`src/rtl/noc_flit_rx_endpoint_if.sv`:
```
// Flit-in / AXIS-out bundle for the NoC receive endpoint.
// The slave modport is the endpoint's view. The master modport is the router/sink side.
interface noc_flit_rx_endpoint_if #(
  parameter int TID_WIDTH            = 2,
  parameter int TDEST_WIDTH          = 4,
  parameter int TDATA_WIDTH          = 128,
  parameter int SERIALIZATION_FACTOR = 1
);
  localparam int FLIT_WIDTH = TDATA_WIDTH / SERIALIZATION_FACTOR;
  localparam int DEST_WIDTH = TDEST_WIDTH + TID_WIDTH;

  logic [FLIT_WIDTH-1:0]  data_in;
  logic [DEST_WIDTH-1:0]  dest_in;
  logic                   is_tail_in;
  logic                   send_in;
  logic                   credit_out;
  logic                   axis_out_tvalid;
  logic                   axis_out_tready;
  logic [TDATA_WIDTH-1:0] axis_out_tdata;
  logic                   axis_out_tlast;
  logic [TID_WIDTH-1:0]   axis_out_tid;
  logic [TDEST_WIDTH-1:0] axis_out_tdest;
  logic                   err_overflow;
  logic                   err_protocol;

  modport slave (
    input  data_in, dest_in, is_tail_in, send_in, axis_out_tready,
    output credit_out, axis_out_tvalid, axis_out_tdata, axis_out_tlast,
           axis_out_tid, axis_out_tdest, err_overflow, err_protocol
  );

  modport master (
    output data_in, dest_in, is_tail_in, send_in, axis_out_tready,
    input  credit_out, axis_out_tvalid, axis_out_tdata, axis_out_tlast,
           axis_out_tid, axis_out_tdest, err_overflow, err_protocol
  );
endinterface

```
`src/rtl/noc_flit_rx_endpoint.sv`:
```
// Credit-based flit receiver: flit FIFO, one credit per pop, and SF-flit to AXIS beat reassembly
// with sticky overflow and protocol error flags.
module noc_flit_rx_endpoint #(
  parameter int TID_WIDTH            = 2,
  parameter int TDEST_WIDTH          = 4,
  parameter int TDATA_WIDTH          = 128,
  parameter int SERIALIZATION_FACTOR = 1,
  parameter int FLIT_BUFFER_DEPTH    = 2
) (
  input logic                   clk_noc,
  input logic                   rst_noc,
  noc_flit_rx_endpoint_if.slave nif
);
  localparam int SF         = SERIALIZATION_FACTOR;
  localparam int DEPTH      = FLIT_BUFFER_DEPTH;
  localparam int FLIT_WIDTH = TDATA_WIDTH / SF;
  localparam int DEST_WIDTH = TDEST_WIDTH + TID_WIDTH;
  localparam int AW         = (DEPTH > 1) ? $clog2(DEPTH) : 1;
  localparam int OW         = $clog2(DEPTH + 1);
  localparam int CW         = $clog2(SF + 1);

  typedef struct packed {
    logic                  tail;
    logic [DEST_WIDTH-1:0] dest;
    logic [FLIT_WIDTH-1:0] data;
  } flit_t;

  flit_t                  mem_q [DEPTH];
  flit_t                  head;
  logic [AW-1:0]          wr_q, rd_q;
  logic [OW-1:0]          occ_q;
  logic [CW-1:0]          cnt_q, cnt_d, k;
  logic [TDATA_WIDTH-1:0] tdata_q;
  logic [DEST_WIDTH-1:0]  dest_q;
  logic                   tvalid_q, tlast_q, credit_q, err_ovf_q, err_proto_q;
  logic                   full, empty, push, pop, accept;

  function automatic logic [AW-1:0] ptr_inc(input logic [AW-1:0] p);
    return (p == AW'(DEPTH - 1)) ? '0 : p + AW'(1);
  endfunction

  // Full is judged before this cycle's pop: a push into a full FIFO is always dropped.
  assign full   = (occ_q == OW'(DEPTH));
  assign empty  = (occ_q == '0);
  assign push   = nif.send_in && !full;
  assign accept = tvalid_q && nif.axis_out_tready;
  assign pop    = !empty && ((cnt_q < CW'(SF)) || accept);
  // A pop that coincides with accept lands in slot 0 of the next beat.
  assign k      = accept ? '0 : cnt_q;
  assign head   = mem_q[rd_q];

  always_comb begin
    cnt_d = cnt_q;
    if (accept)   cnt_d = pop ? CW'(1) : '0;
    else if (pop) cnt_d = cnt_q + CW'(1);
  end

  always_ff @(posedge clk_noc or posedge rst_noc) begin
    if (rst_noc) begin
      for (int i = 0; i < DEPTH; i++) mem_q[i] <= '0;
      wr_q        <= '0;
      rd_q        <= '0;
      occ_q       <= '0;
      cnt_q       <= '0;
      tdata_q     <= '0;
      dest_q      <= '0;
      tvalid_q    <= 1'b0;
      tlast_q     <= 1'b0;
      credit_q    <= 1'b0;
      err_ovf_q   <= 1'b0;
      err_proto_q <= 1'b0;
    end else begin
      credit_q <= pop;
      cnt_q    <= cnt_d;
      tvalid_q <= (cnt_d == CW'(SF));
      if (push) begin
        mem_q[wr_q] <= {nif.is_tail_in, nif.dest_in, nif.data_in};
        wr_q        <= ptr_inc(wr_q);
      end
      if (pop) rd_q <= ptr_inc(rd_q);
      if (push && !pop)      occ_q <= occ_q + OW'(1);
      else if (!push && pop) occ_q <= occ_q - OW'(1);
      if (nif.send_in && full) err_ovf_q <= 1'b1;
      if (pop) begin
        for (int i = 0; i < SF; i++)
          if (k == CW'(i)) tdata_q[i*FLIT_WIDTH +: FLIT_WIDTH] <= head.data;
        // Beat dest comes from flit 0; later flits are only checked against it.
        if (k == '0)                  dest_q      <= head.dest;
        else if (head.dest != dest_q) err_proto_q <= 1'b1;
        if (k == CW'(SF - 1)) tlast_q     <= head.tail;
        else if (head.tail)   err_proto_q <= 1'b1;
      end
    end
  end

  assign nif.credit_out      = credit_q;
  assign nif.axis_out_tvalid = tvalid_q;
  assign nif.axis_out_tdata  = tdata_q;
  assign nif.axis_out_tlast  = tlast_q;
  assign nif.axis_out_tid    = dest_q[DEST_WIDTH-1 -: TID_WIDTH];
  assign nif.axis_out_tdest  = dest_q[TDEST_WIDTH-1:0];
  assign nif.err_overflow    = err_ovf_q;
  assign nif.err_protocol    = err_proto_q;
endmodule

```
`src/flat_wrapper.sv`:
```
// flat-port wrapper written by rule: the top's interface ports become plain ports
module noc_flit_rx_endpoint_flat 
#(
  parameter int TID_WIDTH            = 2,
  parameter int TDEST_WIDTH          = 4,
  parameter int TDATA_WIDTH          = 128,
  parameter int SERIALIZATION_FACTOR = 1,
  parameter int FLIT_BUFFER_DEPTH    = 2
)
  (clk_noc, rst_noc, nif_data_in, nif_dest_in, nif_is_tail_in, nif_send_in, nif_axis_out_tready, nif_credit_out, nif_axis_out_tvalid, nif_axis_out_tdata, nif_axis_out_tlast, nif_axis_out_tid, nif_axis_out_tdest, nif_err_overflow, nif_err_protocol);
  noc_flit_rx_endpoint_if #(.TID_WIDTH(TID_WIDTH), .TDEST_WIDTH(TDEST_WIDTH), .TDATA_WIDTH(TDATA_WIDTH), .SERIALIZATION_FACTOR(SERIALIZATION_FACTOR)) nif_i ();
  input logic clk_noc;
  input logic rst_noc;
  input wire logic [$bits(nif_i.data_in)-1:0] nif_data_in;
  input wire logic [$bits(nif_i.dest_in)-1:0] nif_dest_in;
  input wire logic [$bits(nif_i.is_tail_in)-1:0] nif_is_tail_in;
  input wire logic [$bits(nif_i.send_in)-1:0] nif_send_in;
  input wire logic [$bits(nif_i.axis_out_tready)-1:0] nif_axis_out_tready;
  output wire logic [$bits(nif_i.credit_out)-1:0] nif_credit_out;
  output wire logic [$bits(nif_i.axis_out_tvalid)-1:0] nif_axis_out_tvalid;
  output wire logic [$bits(nif_i.axis_out_tdata)-1:0] nif_axis_out_tdata;
  output wire logic [$bits(nif_i.axis_out_tlast)-1:0] nif_axis_out_tlast;
  output wire logic [$bits(nif_i.axis_out_tid)-1:0] nif_axis_out_tid;
  output wire logic [$bits(nif_i.axis_out_tdest)-1:0] nif_axis_out_tdest;
  output wire logic [$bits(nif_i.err_overflow)-1:0] nif_err_overflow;
  output wire logic [$bits(nif_i.err_protocol)-1:0] nif_err_protocol;
  assign nif_i.data_in = nif_data_in;
  assign nif_i.dest_in = nif_dest_in;
  assign nif_i.is_tail_in = nif_is_tail_in;
  assign nif_i.send_in = nif_send_in;
  assign nif_i.axis_out_tready = nif_axis_out_tready;
  assign nif_credit_out = nif_i.credit_out;
  assign nif_axis_out_tvalid = nif_i.axis_out_tvalid;
  assign nif_axis_out_tdata = nif_i.axis_out_tdata;
  assign nif_axis_out_tlast = nif_i.axis_out_tlast;
  assign nif_axis_out_tid = nif_i.axis_out_tid;
  assign nif_axis_out_tdest = nif_i.axis_out_tdest;
  assign nif_err_overflow = nif_i.err_overflow;
  assign nif_err_protocol = nif_i.err_protocol;
  noc_flit_rx_endpoint #(.TID_WIDTH(TID_WIDTH), .TDEST_WIDTH(TDEST_WIDTH), .TDATA_WIDTH(TDATA_WIDTH), .SERIALIZATION_FACTOR(SERIALIZATION_FACTOR), .FLIT_BUFFER_DEPTH(FLIT_BUFFER_DEPTH)) u_core (.clk_noc(clk_noc), .rst_noc(rst_noc), .nif(nif_i));
endmodule
```
`config.mk`:
```
export PLATFORM = sky130hd
export DESIGN_NAME = noc_flit_rx_endpoint_flat
export DESIGN_NICKNAME = d
export VERILOG_FILES = /design/src/rtl/noc_flit_rx_endpoint_if.sv /design/src/rtl/noc_flit_rx_endpoint.sv /design/src/flat_wrapper.sv
export SDC_FILE = /design/constraint.sdc
export NUM_CORES = 1
export LEC_CHECK = 0
export CELL_PAD_IN_SITES_DETAIL_PLACEMENT = 1
export CELL_PAD_IN_SITES_GLOBAL_PLACEMENT = 1
export CORE_AREA = 2 2 209 211
export CTS_CLUSTER_SIZE = 12
export DETAILED_ROUTE_END_ITERATION = 12
export DIE_AREA = 0 0 211 213
export GPL_ROUTABILITY_DRIVEN = 0
export PLACE_DENSITY_LB_ADDON = 0.1
export SKIP_CTS_REPAIR_TIMING = 1
export SLEW_MARGIN = 20
export SYNTH_ARGS = -nofsm -noshare
export SYNTH_HDL_FRONTEND = slang
export SYNTH_SLANG_ARGS = --single-unit
export TNS_END_PERCENT = 20
```
`constraint.sdc`:
```
create_clock -name clk_noc -period 11.81 [get_ports clk_noc]
set_input_delay 1.181 -clock clk_noc [delete_from_list [all_inputs] [get_ports clk_noc]]
set_output_delay 1.181 -clock clk_noc [all_outputs]
set_load 0.05 [all_outputs]
```
-- Yosys cells after proc, flatten, opt, wreduce, memory -nomap -nowiden
Cells that the tools add are included.
- $add $sub $neg: 5
- multipliers: 0
- div/mod/pow operators: 0
- magnitude comparators: 4
- eq/ne operators: 2
- shifts and indexed selects: 0
- mux-type cells: 18
- bitwise operators: 3
- reduce and logical (&&, ||, !) cells: 16
- operators by type and width (operator ; count):
    $mux W135 ; 4
    $bwmux W270 ; 1
    $demux W135 S1 ; 1
    $mux W1 ; 10
    $logic_and A1 B1 Y1 ; 7
    $ne A6 B6 Y1 ; 1
    $ge A2 B2 Y1 const B ; 2
    $logic_not A1 Y1 ; 4
    $mux W2 ; 2
    $not A1 Y2 ; 2
    $reduce_bool A2 Y1 ; 2
    $add A1 B1 Y1 const B ; 3
    $add A2 B1 Y2 const B ; 1
    $eq A2 B2 Y1 const B ; 1
    $logic_not A2 Y1 ; 1
    $lt A2 B1 Y1 const B ; 1
    $reduce_and A2 Y1 ; 1
    $sub A2 B1 Y2 const B ; 1
    $logic_or A1 B1 Y1 ; 1
    $lt A1 B1 Y1 const B ; 1
    $not A1 Y1 ; 1
- register bits after elaboration: 413
- latch bits: 0
- RAM bits: 0
- ROM bits: 0
- output and inout bits: 139
- logic and storage cells: 64
- memories: 0

-- Depth between registers and ports, before layout
Gate-level depths: netlist of the first run.
- word-level depth: 9
- gate-level depth with buffers: 6

-- Least setup slack after synthesis of the first run
No wires, ideal clock.
- path type: input to register
- start point: input nif_axis_out_tready
- end point: register u_core.tdata_q[10], in the netlist u_core.nif.axis_out_tdata[10]
- library setup time: 125 ps
- data arrival time: 2246 ps
- data required time: 11685 ps
- slack: 9439 ps
- stages on the path: 6
- cells stage by stage: nand2b_1 > o21ai_2 > inv_2 > buf_2 > buf_2 > mux2_2
- word-level cells in the longest chain between the ends: 4
- elaborated cells between the ends (all ways): 6
- RTL lines (what ; RTL line ; RTL):
    start: declaration ; flat_wrapper.sv:18 ; input wire logic [$bits(nif_i.axis_out_tready)-1:0] nif_axis_out_tready;
    $logic_and A1 B1 Y1 * ; noc_flit_rx_endpoint.sv:46 ; assign accept = tvalid_q && nif.axis_out_tready;
    $mux W1 or $logic_or A1 B1 Y1 (tied branches) ; noc_flit_rx_endpoint.sv:49, noc_flit_rx_endpoint.sv:47 ;
    $not A1 Y1 (no line) or $logic_and A1 B1 Y1 (tied branches) ; - ;
    $reduce_and A2 Y1 (no line) * ; - ;
    end signal: indexed assignment ; noc_flit_rx_endpoint.sv:86 ; if (k == CW'(i)) tdata_q[i*FLIT_WIDTH +: FLIT_WIDTH] <= head.data;
    end: declaration ; noc_flit_rx_endpoint.sv:33 ; logic [TDATA_WIDTH-1:0] tdata_q;
Every way passes the cells marked *; elsewhere a longest branch is shown, timed or not.
A chain may end at the register's enable or synchronous reset.

-- Worst setup path in the final report of the first run
- start point: input nif_axis_out_tready
- end point: register u_core.tdata_q[107], in the netlist u_core.nif.axis_out_tdata[107]
The elaborated chain is that of the path after synthesis.

==> flow_summary_export.csv, run 1 <==
group,metric,value,unit
placed_design,pre_cts_slack,7.75,ns
clock_network,clkLatencyLatePin,0.57,ns
sta,setup_tns,0,ns
sta,slew_headroom,31.7,%
power,ir_worst_vdd,0.158,mV
worst_setup_path,reg2regPathDepth,4,
die,die_height,213,um
die,std_cell_rows,76,
placed_design,postPlaceCellArea,20200,um^2
layout,drive_gt1_share,39.1,%
power,finalPower,7.13,mW
sta,setup_violations,0,
clock_network,numCtsBuffers,46,
layout,areaGrowthSynthToFinish,27.1,%
global_route,grt_start_max_net_pins,180,
worst_setup_path,crit_arrival,3.85,ns
sta,tightest_slew,1.02,ns
placed_design,place_inst,1807,
detailed_routing,vias,9465,
global_route,grt-ovfl-total,0,
clock_network,cts_tree,"done",
worst_setup_path,critical_path_class,"input port to flip-flop",
sta,layout_setup_ws,8.40,ns
clock_network,cts_buffer_depth,3,
placed_design,place_hpwl,24400,um
detailed_routing,route.detailed.drc,0,
sta,fmax,0.293,GHz
detailed_routing,viasPerCell,5.02,
sta,fin_worst_skew,0.0160,ns
power,p_leak,8.95,nW
layout,finalCoreUtilization,50.4,%
worst_setup_path,worst_setup_path_end_kind,"flip-flop",
synthesis,syn-num-nets,1172,
synthesis,yosysWarnings,0,
detailed_routing,drt_pass1_iterations,4,
global_route,grt_pass1_vias,10807,
worst_setup_path,r2r_setup_slack,8.62,ns
sta,hold_slack,0.373,ns
worst_setup_path,reg2reg_from,"u_core.rd_q",
detailed_routing,drt_iter0_drc,383,
min_path,min_path_cells,0,
global_route,antenna_found_initial,6,
die,die_x,211,um
placed_design,numPortBuffers,277,
detailed_routing,drtAntennaViolNets,0,
die,dieArea,44900,um^2
layout,final_cell_area,21500,um^2
clock_network,cts_htree_levels,2,
worst_setup_path,cp-start-kind,"input port",
sta,finalMaxSlewViolations,0,
global_route,track_usage,17.9,%
sta,min_period,3.41,ns
worst_setup_path,startpoint,"nif_axis_out_tready",
synthesis,ys_types,23,
worst_setup_path,cp-endpoint,"u_core.nif.axis_out_tdata[107]",
die,coreArea,42700,um^2
synthesis,ys_ff_latch,413,
layout,stdcell_count,1885,
sta,hold_viol_final,0,
min_path,holdCritPathClass,"flip-flop to flip-flop",
sta,finalCritPeriodShare,28.9,%
synthesis,netlist_area,16900,um^2
worst_setup_path,crit_fanout,83,
power,power_density,331,nW/um^2
synthesis,syn_area_per_cell,16.4,um^2
synthesis,synthCells,1032,
clock_network,cts_sinks,413,
detailed_routing,wire_per_inst,20.9,um
run,maxCapViolCount,0,
sta,rsz0062_at_grt,"false",
clock_network,clockRootBuffer,"clkbuf_16",
die,pin_count,278,
worst_setup_path,timing.rr.end,"u_core.nif.axis_out_tdata[111]",
global_route,grt_pass1_wl,62200,um
die,initial_core_util,39.7,%
detailed_routing,drt_wl_total,39400,um
clock_network,clk_pin_slew_worst_paths,0.05,ns
run_status,status,"completed",
layout,final_nets,1449,
synthesis,synth_seq_area_share,61.0,%
worst_setup_path,crit_required,12.25,ns
[area by class of cell]
| cell class | instances | area, um^2 |
|---|---|---|
| antenna | 2 | 5.00 |
| clock buffer | 74 | 1360 |
| clock inverter | 2 | 13.8 |
| fill | 4123 | 21200 |
| inverter | 3 | 20.0 |
| multi-input combinational | 556 | 6240 |
| sequential | 413 | 10300 |
| tap | 546 | 683 |
| timing repair buffer | 289 | 2880 |
[cell families (layout without fill, tap and decap cells)]
logic type / Yosys count / count (layout) / synth area share [%]
simple gates: 8 / 8 / 0.303
other cells: 0 / 2 / 0
buf+inv: 63 / 368 / 2.22
compound gates: 2 / 2 / 0.0960
flops: 413 / 413 / 61.0
fa+ha+maj: 1 / 1 / 0.0738
xor+xnor: 5 / 5 / 0.258
mux: 540 / 540 / 36.1
[worst min-delay path by stage]
stage,from,endpoint,slack (ns)
2_1_floorplan,u_core.wr_q,u_core.wr_q,0.45
3_3_place_gp,u_core.nif.err_protocol,u_core.nif.err_protocol,0.37
3_5_place_dp,u_core.nif.err_protocol,u_core.nif.err_protocol,0.37
4_1_cts,u_core.nif.err_protocol,u_core.nif.err_protocol,0.38
5_1_grt,u_core.nif.err_protocol,u_core.nif.err_protocol,0.42
6_report,u_core.nif.err_protocol,u_core.nif.err_protocol,0.37
[critical path, cell delays in order]
cell and delay, ns:
clkdlybuf4s50_1 0.45, nand2b_1 0.16, o21ai_2 0.13, inv_6 0.67, buf_4 0.77, mux2_2 0.41
[power by group]
part	switching, mW	internal [mW]	total [mW]	leakage, nW
clock	0.549	0.778	1.33	0.668
combinational	1.69	1.57	3.26	3.41
sequential	0.383	2.16	2.54	4.87
[synth_stat cells]
library cell / count / area share (%)
and2_1: 1 / 0.037
and3_1: 1 / 0.037
buf_1: 8 / 0.18
buf_2: 36 / 1.1
buf_4: 1 / 0.044
buf_6: 12 / 0.80
clkbuf_1: 3 / 0.066
dfrtp_1: 413 / 61
ha_1: 1 / 0.074
inv_1: 2 / 0.044
inv_2: 1 / 0.022
mux2_1: 92 / 6.1
mux2_2: 440 / 29
mux2_4: 8 / 0.71
nand2_1: 1 / 0.022
nand2b_1: 1 / 0.037
nand2b_4: 1 / 0.081
nand3b_1: 1 / 0.044
nor2_1: 2 / 0.044
o21ai_2: 1 / 0.052
o21bai_1: 1 / 0.044
xnor2_1: 2 / 0.10
xor2_1: 3 / 0.16
[flip-flops by register name, summed over array words and instances, names as in the netlist]
signal / flops
u_core.cnt_q: 1
u_core.wr_q: 1
u_core.nif.err_overflow: 1
u_core.mem_q: 270
u_core.occ_q: 2
u_core.dest_q: 6
u_core.rd_q: 1
u_core.nif.axis_out_tdata: 128
u_core.nif.err_protocol: 1
u_core.nif.credit_out: 1
u_core.nif.axis_out_tlast: 1
[layer usage]
metal  vias up  part of all wire, %  GRT usage, %
met5         -                 0.13             0
met1      5013                   42          22.1
li1       4211                    -             -
met4         8                  1.8          4.98
met2       178                   49          30.2
met3        55                  6.6          5.69
[cell usage in the layout (no fill, tap or decap), types with 3 or more instances in the layout]
cell type        netlist  final
buf_4                  1     11
clkbuf_1               3     19
clkbuf_16              0     47
clkbuf_8               0      8
clkdlybuf4s50_1        0    277
dfrtp_1              413    412
mux2_1                92     92
mux2_2               440    440
mux2_4                 8      8
xor2_1                 3      3
No activity file was read; power rests on OpenSTA's default activity.
==> inputs of run 2 (changes only) <==
==> constraint.sdc (replaced) <==
create_clock -name clk_noc -period 2.9 [get_ports clk_noc]
set_input_delay 0.29 -clock clk_noc [delete_from_list [all_inputs] [get_ports clk_noc]]
set_output_delay 0.29 -clock clk_noc [all_outputs]
set_load 0.05 [all_outputs]
==> flow_summary_export.csv, run 2 (synthesis results as in run 1) <==
group,metric,value,unit
run_status,status,"completed",
clock_network,cts_sinks,413,
detailed_routing,drtAntennaViolNets,0,
worst_setup_path,worst_setup_path_end_kind,"primary output",
layout,stdcell_count,1903,
power,finalPower,29.9,mW
sta,hold_slack,0.150,ns
sta,setup_violations,0,
power,p_leak,9.19,nW
sta,tightest_slew,0.617,ns
layout,drive_gt1_share,40.9,%
placed_design,place_inst,1819,
sta,rsz0062_at_grt,"false",
min_path,holdCritPathClass,"input port to asynchronous set/reset pin",
worst_setup_path,cp_slowest_stage_delay,0.89,ns
global_route,antenna_found_initial,5,
worst_setup_path,critical_path_class,"flip-flop to primary output",
detailed_routing,drt_iter0_drc,371,
sta,slew_headroom,58.8,%
detailed_routing,viasPerCell,4.99,
layout,layout_common_cells,"440 x mux2_2, 412 x dfrtp_1, 277 x clkdlybuf4s50_1",
global_route,grt-ovfl-total,0,
detailed_routing,drt_pass1_iterations,4,
layout,final_common_cell,"mux2_2",
run,maxCapViolCount,0,
layout,largest_register_ffs,270,
clock_network,numCtsBuffers,47,
placed_design,numPortBuffers,277,
sta,min_period,2.10,ns
clock_network,cts_buffer_depth,3,
global_route,grt_pass1_vias,10807,
layout,final_nets,1462,
layout,areaGrowthSynthToFinish,29.8,%
layout,fill_cells,4095,
worst_setup_path,crit_fanout,2,
worst_setup_path,cp-start-kind,"flip-flop",
global_route,grt_pass1_wl,62700,um
worst_setup_path,crit_arrival,1.81,ns
layout,final_cell_area,22000,um^2
sta,fmax,0.477,GHz
power,ir_worst_vdd,0.670,mV
placed_design,postPlaceCellArea,20400,um^2
worst_setup_path,worst-path-buf-inv,1,
die,die_height,213,um
clock_network,cts_htree_levels,2,
worst_setup_path,crit_required,2.61,ns
worst_setup_path,timing.rr.end,"u_core.mem_q[24]",
global_route,track_usage,18.1,%
worst_setup_path,reg2reg_from,"u_core.occ_q[0]",
die,std_cell_rows,76,
detailed_routing,drt_wl_total,39600,um
clock_network,cts_tree,"done",
clock_network,clkLatencyLatePin,0.57,ns
detailed_routing,wire_per_inst,20.8,um
placed_design,place_hpwl,25300,um
detailed_routing,route.detailed.drc,0,
die,dieArea,44900,um^2
die,pin_count,278,
layout,regArea,10300,um^2
power,power_density,1360,nW/um^2
sta,finalCritPeriodShare,72.3,%
sta,hold_viol_final,0,
die,coreArea,42700,um^2
detailed_routing,vias,9503,
die,initial_core_util,39.7,%
layout,regMostFlops,"u_core.mem_q",
die,die_x,211,um
worst_setup_path,crit_chain,"clkdlybuf4s50_1",
worst_setup_path,slowest_stage,"clkdlybuf4s50_1",
worst_setup_path,crit_family,"buffers and inverters",
sta,fin_worst_skew,0.00971,ns
global_route,grt_start_max_net_pins,86,
clock_network,clk_pin_slew_worst_paths,0.06,ns
sta,finalMaxSlewViolations,0,
worst_setup_path,r2r_setup_slack,0.88,ns
clock_network,clockRootBuffer,"clkbuf_16",
layout,multi_input_area,6240,um^2
worst_setup_path,reg2regPathDepth,4,
-- run 2: cell types whose count changed in the layout (fill, tap and decap cells not counted), sizes merged --
cell	change
buf	+12
clkinv	+12
clkbuf	-7
bufinv	+3
diode	-1
inv	-1
-- run 2: routing by layer --
layer	GRT usage (%)	wire, um	vias up
li1	-	-	4267
met2	30.2	19300	180
met4	5.17	704	8
met3	5.35	2450	56
met1	22.7	17100	4992
met5	0	44	-
-- run 2: metrics by stage --
step                util (%)  TNS [ns]  setup slack [ns]
floorplan                  -  -1221.49             -2.96
global placement        47.9         0             0.698
detailed placement      47.9         0             0.680
CTS                     51.5         0             0.746
global route            51.5         0             0.728
finish                  51.5         0             0.803
-- run 2: how the worst max path moves through the flow --
stage	startpoint	to	slack (ns)	depth (start not counted)
after floorplan	rst_noc	u_core.cnt_q	-2.96	1
after global placement	nif_send_in	u_core.mem_q[22]	0.70	4
after detailed placement	nif_send_in	u_core.mem_q[11]	0.68	4
after CTS	u_core.nif.err_overflow	nif_err_overflow	0.75	1
after global routing	u_core.nif.err_overflow	nif_err_overflow	0.73	1
final	u_core.nif.err_overflow	nif_err_overflow	0.80	1
-- run 2: area by class of cell --
| cell class | instances | share of cell area (%) |
|---|---|---|
| antenna | 1 | 0.0114 |
| clock inverter | 16 | 0.705 |
| inverter | 3 | 0.0910 |
| sequential | 413 | 47.0 |
| timing repair buffer | 301 | 14.3 |
| multi-input combinational | 556 | 28.4 |
| clock buffer | 67 | 6.38 |
| tap | 546 | 3.11 |
-- run 2: report_power, final --
part	switching, mW	total, mW	internal (mW)
clock	2.35	5.97	3.61
sequential	1.46	10.3	8.80
combinational	7.05	13.6	6.59
